--- src/rtl/conv_pad_if.sv ---
// conv_pad_if: handshake bundle between a frame driver and conv_pad_scheduler.
//   start       driver -> scheduler  begin one frame
//   fifo_empty  driver -> scheduler  per-channel FIFO empty flags
//   fifo_data   driver -> scheduler  per-channel FIFO head words, channel c at [c*DATA_WIDTH +: DATA_WIDTH]
//   res_valid   driver -> scheduler  one pulse per computed output pixel
//   fifo_rdreq  scheduler -> driver  shared pop strobe
//   pix_data    scheduler -> driver  padded pixel per channel
//   pix_valid   scheduler -> driver  pix_data valid
//   busy, done  scheduler -> driver  frame status
interface conv_pad_if #(parameter int NUM_CH = 8, parameter int DATA_WIDTH = 32);
  logic                         start;
  logic [NUM_CH-1:0]            fifo_empty;
  logic [NUM_CH*DATA_WIDTH-1:0] fifo_data;
  logic                         fifo_rdreq;
  logic [NUM_CH*DATA_WIDTH-1:0] pix_data;
  logic                         pix_valid;
  logic                         res_valid;
  logic                         busy;
  logic                         done;
  modport master (output start, fifo_empty, fifo_data, res_valid,
                  input  fifo_rdreq, pix_data, pix_valid, busy, done);
  modport slave  (input  start, fifo_empty, fifo_data, res_valid,
                  output fifo_rdreq, pix_data, pix_valid, busy, done);
endinterface

--- src/rtl/conv_pad_scheduler.sv ---
// conv_pad_scheduler: streams a zero-bordered (WIDTH+2)x(HEIGHT+2) frame from per-channel FIFOs and tracks result pulses.
//   clk  rising-edge clock
//   rst  asynchronous active-low reset
//   io   conv_pad_if slave: start/fifo_empty/fifo_data/res_valid in, fifo_rdreq (combinational),
//        pix_data/pix_valid/busy/done out (registered)
module conv_pad_scheduler #(
  parameter int DATA_WIDTH = 32,
  parameter int WIDTH      = 112,
  parameter int HEIGHT     = 112,
  parameter int NUM_CH     = 8
) (
  input logic       clk,
  input logic       rst,
  conv_pad_if.slave io
);
  localparam int CW  = $clog2(WIDTH + 2);
  localparam int RW  = HEIGHT > 1 ? $clog2(HEIGHT) : 1;
  localparam int PIX = WIDTH * HEIGHT;
  localparam int NW  = $clog2(PIX + 1);
  localparam logic [CW-1:0] COL_PAD  = CW'(WIDTH + 1);
  localparam logic [CW-1:0] COL_MID  = CW'(WIDTH - 1);
  localparam logic [RW-1:0] ROW_LAST = RW'(HEIGHT - 1);
  localparam logic [NW-1:0] RES_ALL  = NW'(PIX);
  typedef enum logic [2:0] {IDLE, PAD_TOP, ROW_L, ROW_MID, ROW_R, PAD_BOT, DRAIN, DONE} state_t;
  state_t                       state;
  logic [CW-1:0]                col;
  logic [RW-1:0]                row;
  logic [NW-1:0]                res_cnt;
  logic                         zero_beat;
  logic [NUM_CH*DATA_WIDTH-1:0] head;
  assign head          = io.fifo_data;
  // A pop needs every channel to have a word, so all lanes stay aligned.
  assign io.fifo_rdreq = state == ROW_MID && ~|io.fifo_empty;
  assign zero_beat     = state inside {PAD_TOP, ROW_L, ROW_R, PAD_BOT};
  always_ff @(posedge clk or negedge rst)
    if (!rst) begin
      state        <= IDLE;
      col          <= '0;
      row          <= '0;
      res_cnt      <= '0;
      io.pix_valid <= 1'b0;
      io.pix_data  <= '0;
      io.busy      <= 1'b0;
      io.done      <= 1'b0;
    end else begin
      io.pix_valid <= zero_beat || io.fifo_rdreq;
      io.pix_data  <= io.fifo_rdreq ? head : '0;
      // Results may return while the frame is still streaming; cap at one per pixel.
      if (state != IDLE && io.res_valid && res_cnt != RES_ALL) res_cnt <= res_cnt + 1'b1;
      case (state)
        IDLE: begin
          col     <= '0;
          row     <= '0;
          res_cnt <= '0;
          if (io.start) begin
            state   <= PAD_TOP;
            io.busy <= 1'b1;
          end
        end
        PAD_TOP: begin
          col <= col == COL_PAD ? '0 : col + 1'b1;
          if (col == COL_PAD) begin
            state <= ROW_L;
            row   <= '0;
          end
        end
        ROW_L: begin
          col   <= '0;
          state <= ROW_MID;
        end
        ROW_MID:
          if (io.fifo_rdreq) begin
            col <= col + 1'b1;
            if (col == COL_MID) state <= ROW_R;
          end
        ROW_R: begin
          col <= '0;
          if (row == ROW_LAST) state <= PAD_BOT;
          else begin
            row   <= row + 1'b1;
            state <= ROW_L;
          end
        end
        PAD_BOT: begin
          col <= col == COL_PAD ? '0 : col + 1'b1;
          if (col == COL_PAD) state <= DRAIN;
        end
        DRAIN:
          if (res_cnt == RES_ALL) begin
            state   <= DONE;
            io.done <= 1'b1;
          end
        DONE: begin
          io.done <= 1'b0;
          io.busy <= 1'b0;
          state   <= IDLE;
        end
        default: state <= IDLE;
      endcase
    end
endmodule

--- src/flat_wrapper.sv ---
// flat-port wrapper written by rule: the top's interface ports become plain ports
module conv_pad_scheduler_flat 
#(
  parameter int DATA_WIDTH = 32,
  parameter int WIDTH      = 112,
  parameter int HEIGHT     = 112,
  parameter int NUM_CH     = 8
)
  (clk, rst, io_start, io_fifo_empty, io_fifo_data, io_res_valid, io_fifo_rdreq, io_pix_data, io_pix_valid, io_busy, io_done);
  conv_pad_if #(.NUM_CH(NUM_CH), .DATA_WIDTH(DATA_WIDTH)) io_i ();
  input logic clk;
  input logic rst;
  input wire logic [$bits(io_i.start)-1:0] io_start;
  input wire logic [$bits(io_i.fifo_empty)-1:0] io_fifo_empty;
  input wire logic [$bits(io_i.fifo_data)-1:0] io_fifo_data;
  input wire logic [$bits(io_i.res_valid)-1:0] io_res_valid;
  output wire logic [$bits(io_i.fifo_rdreq)-1:0] io_fifo_rdreq;
  output wire logic [$bits(io_i.pix_data)-1:0] io_pix_data;
  output wire logic [$bits(io_i.pix_valid)-1:0] io_pix_valid;
  output wire logic [$bits(io_i.busy)-1:0] io_busy;
  output wire logic [$bits(io_i.done)-1:0] io_done;
  assign io_i.start = io_start;
  assign io_i.fifo_empty = io_fifo_empty;
  assign io_i.fifo_data = io_fifo_data;
  assign io_i.res_valid = io_res_valid;
  assign io_fifo_rdreq = io_i.fifo_rdreq;
  assign io_pix_data = io_i.pix_data;
  assign io_pix_valid = io_i.pix_valid;
  assign io_busy = io_i.busy;
  assign io_done = io_i.done;
  conv_pad_scheduler #(.DATA_WIDTH(DATA_WIDTH), .WIDTH(WIDTH), .HEIGHT(HEIGHT), .NUM_CH(NUM_CH)) u_core (.clk(clk), .rst(rst), .io(io_i));
endmodule
--- config.mk ---
export PLATFORM = sky130hd
export DESIGN_NAME = conv_pad_scheduler_flat
export DESIGN_NICKNAME = d
export VERILOG_FILES = /design/src/rtl/conv_pad_if.sv /design/src/rtl/conv_pad_scheduler.sv /design/src/flat_wrapper.sv
export SDC_FILE = /design/constraint.sdc
export NUM_CORES = 1
export LEC_CHECK = 0
export ABC_AREA = 1
export CAP_MARGIN = 20
export CORE_AREA = 2 2 205 207
export DETAILED_ROUTE_END_ITERATION = 10
export DIE_AREA = 0 0 207 209
export GPL_TIMING_DRIVEN = 0
export HOLD_SLACK_MARGIN = 0.03
export PLACE_DENSITY_LB_ADDON = 0.25
export SLEW_MARGIN = 20
export SYNTH_ARGS = -nofsm -noshare
export SYNTH_HDL_FRONTEND = slang
export SYNTH_SLANG_ARGS = --single-unit
--- constraint.sdc ---
create_clock -name clk -period 3 [get_ports clk]
set_input_delay 0.6 -clock clk [delete_from_list [all_inputs] [get_ports clk]]
set_output_delay 0.6 -clock clk [all_outputs]
set_load 0.03 [all_outputs]
# Yosys cells after proc, flatten, opt, wreduce, memory -nomap -nowiden
# Cells that the tools add are included.
# op_classes
reduce_logical	21
addsub	3
n_eq_ne	19
muxes	21
# op_table
operator	n
$mux W256	1
$pmux W7 S3	2
$mux W14	2
$mux W7	4
$pmux W3 S8	1
$eq A7 B7 Y1 const B	3
$mux W3	7
$add A14 B1 Y14 const B	1
$add A7 B1 Y7 const B	2
$eq A14 B14 Y1 const B	1
$ne A14 B14 Y1 const B	1
$eq A3 B3 Y1 const B	4
$ne A2 B2 Y1 const B	5
$reduce_bool A3 Y1	3
$reduce_or A8 Y1	1
$eq A3 B2 Y1 const B	2
$reduce_and A2 Y1	3
$reduce_and A6 Y1	1
$reduce_bool A2 Y1	3
$ne A2 B1 Y1 const B	2
$pmux W1 S2	2
$reduce_bool A4 Y1	1
$eq A3 B1 Y1 const B	1
$logic_and A1 B1 Y1	3
7 further kinds	8
# totals
ff_bits	290
in_bits	268
out_inout_bits	260
elab_cells	72

# Logic depth before layout (Yosys ltp)
# depth
ltp_word	5
depth_mapped	11
mapped_depth_nobuf	10

# Worst setup path before layout
# OpenSTA, ideal clock, no wires.
# synth_path
path_type	input to output
from	input port io_fifo_empty[0]
to	output port io_fifo_rdreq
t_arrival_ns	1.484
stages	7
slack_ns	0.916
n_path_buf	2
t_required_ns	2.400
cell_sequence	nor2_1 -> nand2_1 -> nor2_1 -> nand2_4 -> buf_6 -> buf_2 -> inv_2
# synth_between
elab_chain_len	3
# synth_rtl
item	line	text
start: declaration	flat_wrapper.sv:14	input wire logic [$bits(io_i.fifo_empty)-1:0] io_fifo_empty;
$reduce_or A8 Y1	conv_pad_scheduler.sv:33	assign io.fifo_rdreq = state == ROW_MID && ~|io.fifo_empty;
$logic_not A1 Y1	conv_pad_scheduler.sv:33	
$logic_and A1 B1 Y1	conv_pad_scheduler.sv:33	
end: declaration	flat_wrapper.sv:17	output wire logic [$bits(io_i.fifo_rdreq)-1:0] io_fifo_rdreq;
# No other way between the ends.

# Worst setup path in the final report
# Ends and elaborated chain as after synthesis.

==> metrics.yaml <==
ys_async_sr_fraction_pct: 100
synth_top_family_by_area: "simple AND/OR/NAND/NOR gates"
antenna_found_initial: 1
synth_top_area_share_pct: 67.0
synth.most_common_cell: "nor2_1"
cts.sinks: 290
r2r_slack_ns: 1.30
core_um2: 41300
num_rows: 75
critPathLaunchType: "input pin"
clk_latency_ns: 0.52
synth_top_area_cell: "dfrtp_1"
layout_setup_ws_ns: 0.197
setup_violations: 0
clk_pin_slew_ns: 0.05
pre_cts_ws_ns: -0.390
htree_levels: 2
area_growth_pct: 66.3
seq_area_frac_synth_pct: 67.0
antenna_left: 0
drt_iter0_drc: 264
syn_nets: 1392
hold_path_class: "flip-flop to flip-flop"
critPathArrivalTime_ns: 2.20
synth.area.top_cells: "dfrtp_1 67%, nor2_1 10%, inv_1 9.9%"
synthAdderAreaFrac_pct: 0.578
worst_slew_pin_slew_ns: 0.529
gp_congestion: 0.831
drive_above_1_share_pct: 6.49
synthXorXnorAreaFrac_pct: 0.485
p_comb_share_pct: 14.7
die_w_um: 207
crit_fanout: 10
status: "completed"
leakagePower_nw: 9.27
synth_cell_types: 38
synthTopCellsByCount: "296 x nor2_1, 290 x dfrtp_1, 285 x inv_1, 98 x nand2_1, 35 x nand3_1"
initial_core_util_pct: 26.2
synth.area.mux_share_pct: 0
p_sw_w: 0.00255
crit_type: "input pin to output port"
drcViolationCount: 0
avgSynthCellArea_um2: 9.68
clockBufferDepth: 3
ys_ff_latch: 290
slew_viol_final: 0
cts_tree: "done"
ir_worst_vdd_uv: 348
fmax_ghz: 0.357
end_kind: "output port"
pwr-share-clk_pct: 42.0
overflow: 0
synthesis.area_um2: 10800
fp.dieH_um: 209
hold_viol: 0
intPower_w: 0.00724
synth-edff-count: 0
numCtsBuffers: 34
wl_per_cell_um: 15.7
grt_pass1_wl_um: 53200
grt_max_degree: 93
vias: 8781
drv_cap: 0
synthFlopType: "dfrtp_1"
final_util_pct: 43.6
place_area_um2: 16900
place_hpwl_um: 27300
fin_nets: 1962
vias_per_cell: 3.90
drtPass1Iterations: 4
skew_ns: 0.0140
io_buffers: 527
yosysWarnings: 0
yosys.area_share.simple_pct: 17.0
power_density_nw_per_um2: 544
switching_share_pct: 26.0
worstPathRequired_ns: 2.40
design_area_um2: 18000
synth_compound_area_share_pct: 2.32
grt_setup_unrepaired: "false"
relSlewSlack_pct: 64.7
ios: 528
netlist_instances: 1119
sequentialPowerShare_pct: 43.2
wl_um: 35400
grtUsageTotal_pct: 16.1
min_period_over_period_pct: 93.4
grt_pass1_vias: 8965
fin_crit_ns: 2.80
whs_ns: 0.486
cts-root-buf: "clkbuf_16"
die-area_um2: 43300
fillCellCount: 4015
## registers in the layout, indices dropped and copies added, names as in the netlist
name / cells
u_core.io.pix_data: 256
u_core.res_cnt: 14
u_core.col: 7
u_core.row: 7
u_core.state: 3
u_core.io.busy: 1
u_core.io.done: 1
u_core.io.pix_valid: 1
## final cells by class
class | instances | area, um2 | area share (%)
flip-flops and latches | 290 | 7260 | 40.3
repair buffers | 534 | 5400 | 30.0
multi-input cells | 505 | 2210 | 12.3
inverters | 293 | 1110 | 6.16
clock buffers | 52 | 1020 | 5.66
well taps | 539 | 674 | 3.74
plain buffers | 31 | 250 | 1.39
clock inverters | 6 | 86.3 | 0.479
diodes | 1 | 2.50 | 0.0139
## path summary, 6_finish.rpt
check / start / endpoint / depth (start not counted)
setup / recovery: io_fifo_empty[0] / io_fifo_rdreq / 9
hold / removal: u_core.io.done / u_core.io.done / 2
setup reg to reg: u_core.col[1] / u_core.row[5] / 9
hold reg to reg: u_core.io.done / u_core.io.done / 2
max in group asynchronous: rst / u_core.io.pix_data[161] / 4
min in group asynchronous: rst / u_core.io.pix_data[1] / 2
## cell usage in the layout (no fill, tap or decap), drive strengths merged
| cell | n |
|---|---|
| or2 | 1 |
| dlygate4sd3 | 1 |
| bufinv | 2 |
| diode | 1 |
| nor2 | 300 |
| a22o | 1 |
| buf | 35 |
| inv | 292 |
| clkdlybuf4s15 | 1 |
| o31ai | 3 |
| nand2 | 105 |
| clkdlybuf4s50 | 525 |
| clkinvlp | 1 |
| o22ai | 1 |
| xor2 | 6 |
| o21ai | 22 |
| nand4 | 8 |
| a21oi | 6 |
| nand3 | 36 |
| nand3b | 2 |
| dfrtp | 290 |
| ha | 5 |
| clkbuf | 55 |
| clkinv | 4 |
| o21bai | 3 |
| a21boi | 3 |
| nor3 | 3 |
## power groups by stage
stage               combinational (W)  clock (W)  sequential [W]
floorplan                    0.000767          0         0.00429
global placement              0.00141          0         0.00430
detailed placement            0.00145          0         0.00430
CTS                           0.00146    0.00427         0.00423
global route                  0.00163    0.00444         0.00426
finish                        0.00144    0.00411         0.00423
## critical path, cell delays in order
cell	delay [ns]
clkdlybuf4s50_1	0.40
nor2_1	0.10
nand2_1	0.10
nor2_2	0.19
nand2_4	0.11
buf_6	0.16
buf_2	0.19
inv_2	0.06
clkdlybuf4s15_2	0.28
## layer usage
metal	part of all wire [%]	track usage [%]
met1	38	18.1
met2	51	28.1
met3	7.3	5.40
met4	3.4	6.01
met5	0	0
## through the flow
step,std cells,setup TNS [ns],total power [W]
6_report,2251,0,0.00979
5_1_grt,2251,0,0.0103
4_1_cts,2247,0,0.00996
3_5_place_dp,2188,-0.390,0.00575
3_3_place_gp,2185,-3375.60,0.00572
2_1_floorplan,1119,0,0.00506
## cell families after synthesis
logic type | count (synthesis)
AOI/OAI and AO/OA | 39
xor gates and xnor gates | 6
buffers and inverters | 324
and+or+nand+nor | 455
DFF | 290
adders and majority gates | 5
## timing repair
item                       4_1_cts  5_1_grt
setup buffers                    0        3
hold endpoints to repair        21        0
resized for setup                4        0
hold buffers                     1        0
pin swaps                        1        1
setup endpoints to repair        1        1
(Power assumes the default switching activity.)
==> RTL change: new RTL, same settings <==
`DATA_WIDTH` is set to 32 in 3 places; all go to 36.
--- a/src/rtl/conv_pad_if.sv
+++ b/src/rtl/conv_pad_if.sv
@@ -8,5 +8,5 @@
 //   pix_valid   scheduler -> driver  pix_data valid
 //   busy, done  scheduler -> driver  frame status
-interface conv_pad_if #(parameter int NUM_CH = 8, parameter int DATA_WIDTH = 32);
+interface conv_pad_if #(parameter int NUM_CH = 8, parameter int DATA_WIDTH = 36);
   logic                         start;
   logic [NUM_CH-1:0]            fifo_empty;
--- a/src/rtl/conv_pad_scheduler.sv
+++ b/src/rtl/conv_pad_scheduler.sv
@@ -5,5 +5,5 @@
 //        pix_data/pix_valid/busy/done out (registered)
 module conv_pad_scheduler #(
-  parameter int DATA_WIDTH = 32,
+  parameter int DATA_WIDTH = 36,
   parameter int WIDTH      = 112,
   parameter int HEIGHT     = 112,
--- a/src/flat_wrapper.sv
+++ b/src/flat_wrapper.sv
@@ -2,5 +2,5 @@
 module conv_pad_scheduler_flat 
 #(
-  parameter int DATA_WIDTH = 32,
+  parameter int DATA_WIDTH = 36,
   parameter int WIDTH      = 112,
   parameter int HEIGHT     = 112,
Ports: changed (resized io_fifo_data and io_pix_data); port bits go from 528 to 592. No check against the original RTL was run, so the function may have changed too.
==> RTL change against the original RTL <==
- routed wire length up 13%
- maximum frequency up 0.80%
- power up 9.4%
- setup slack better by 0.022 ns
- area after synthesis up 12%
- global-route usage up 2.2 points
- cell area up 11%
- sequential cell count up 32
- clock skew down 0.0048 ns
- critical endpoint unchanged
- largest power group unchanged
- highest routed layer is now met5
==> RTL change: results (changes against the original RTL) <==
metric,value,unit,change
nFillCells,3864,,"was 4,015"
nets,2159,,"was 1,962"
port_buffers,591,,was 527
top_regs,"u_core.io.pix_data x288, u_core.res_cnt x14",,"was u_core.io.pix_data x256, u_core.res_cnt x14"
syn_avg_cell_area,9.96,sq um,was 9.68 sq um
synth_xor_area_share,0.433,%,was 0.485%
dp_hpwl,31400,um,"was 27,300 um"
ir_drop,0.417,mV,was 0.348 mV
vias_per_cell,4.01,,was 3.90
drt_wl_total,40000,um,"was 35,400 um"
worstPathArrival,2.18,ns,was 2.20 ns
p_total,10700,uW,was 9790 uW
grtUsageMet2,31.8,%,was 28.1%
place_ws,-0.248,ns,was -0.390 ns
finClkSkew,0.00915,ns,was 0.0140 ns
dp_cells,2353,,"was 2,188"
outcome,completed,,unchanged
layout-drive-gt1-share,9.48,%,was 6.49%
grt_pass1_wl,59900,um,"was 53,200 um"
dr_wl_met2,20000,um,"was 18,000 um"
globalRouteMet3Util,6.94,%,was 5.40%
drt_first_pass_iters,6,,was 4
grt_max_degree,97,,was 93
grt_pass1_vias,9786,,"was 8,965"
gp_routability_congestion,0.844,,was 0.831
synth_cell_type_count,32,,was 38
pg_seq,4660,uW,was 4230 uW
met1_length,15100,um,"was 13,600 um"
met1_usage,20.5,%,was 18.1%
syn-num-nets,1525,,"was 1,392"
vias,9695,,"was 8,781"
dpl-instance-area,0.0188,sq mm,was 0.0169 sq mm
first_iter_violations,365,,was 264
wl_met3,3440,um,was 2570 um
p_comb,1500,uW,was 1440 uW
power.leakage,0.0103,uW,was 0.00927 uW
power.internal,7970,uW,was 7240 uW
synthAdderAreaFrac,0.515,%,was 0.578%
ys_top_cells_by_area,"dfrtp_1 66%, inv_1 9.9%, nor2_1 8.3%",,"was dfrtp_1 67%, nor2_1 10%, inv_1 9.9%"
ys_seq_area_share,66.3,%,was 67.0%
worstMarginPinSlew,0.569,ns,was 0.529 ns
RTL change: cell types whose count changed after synthesis, sizes merged:
cell / change
inv: +34
a22o: -1
nand2: -1
clkinv: -2
clkbuf: -3
nor2: +32
dfrtp: +32
buf: +7
o21ai: +3
RTL change: final timing paths:
kind / from / endpoint / slack (ns) / cells after the start
setup reg to reg: u_core.res_cnt[0]$_DFFE_PN0P_ / u_core.res_cnt[5]$_DFFE_PN0P_ / 1.28 / 10
max in group asynchronous: rst / u_core.io.pix_data[32]$_DFF_PN0_ / 1.10 / 4
setup / recovery: io_fifo_empty[1] / io_fifo_rdreq / 0.22 / 9
hold reg to reg: u_core.io.done$_DFFE_PN0P_ / u_core.io.done$_DFFE_PN0P_ / 0.51 / 2
hold / removal: u_core.io.done$_DFFE_PN0P_ / u_core.io.done$_DFFE_PN0P_ / 0.51 / 2
min in group asynchronous: rst / u_core.io.pix_data[1]$_DFF_PN0_ / 0.60 / 2
RTL change: worst reg2reg max path, stage by stage, from the launching register on:
cell	delay, ns
dfrtp_1	0.41
inv_1	0.12
ha_1	0.16
nand3_1	0.07
nor2_1	0.14
nand2_1	0.16
nand2_2	0.13
nand2_4	0.09
inv_6	0.09
buf_8	0.14
o21ai_0	0.08
RTL change: cell type report:
class / count / share of cell area (%)
Buffer: 35 / 1.93
Inverter: 325 / 6.12
Clock buffer: 55 / 5.47
Clock inverter: 8 / 0.593
Sequential cell: 322 / 40.2
Timing Repair Buffer: 595 / 30.0
Tap cell: 539 / 3.36
Multi-Input combinational cell: 538 / 12.3
RTL change: timing repair:
item | CTS | global route
gates resized for setup | 1 | 2
gates cloned | 0 | 0
endpoints found under the setup margin | 1 | 1
hold endpoints to repair | 37 | 0
hold buffers | 1 | 0
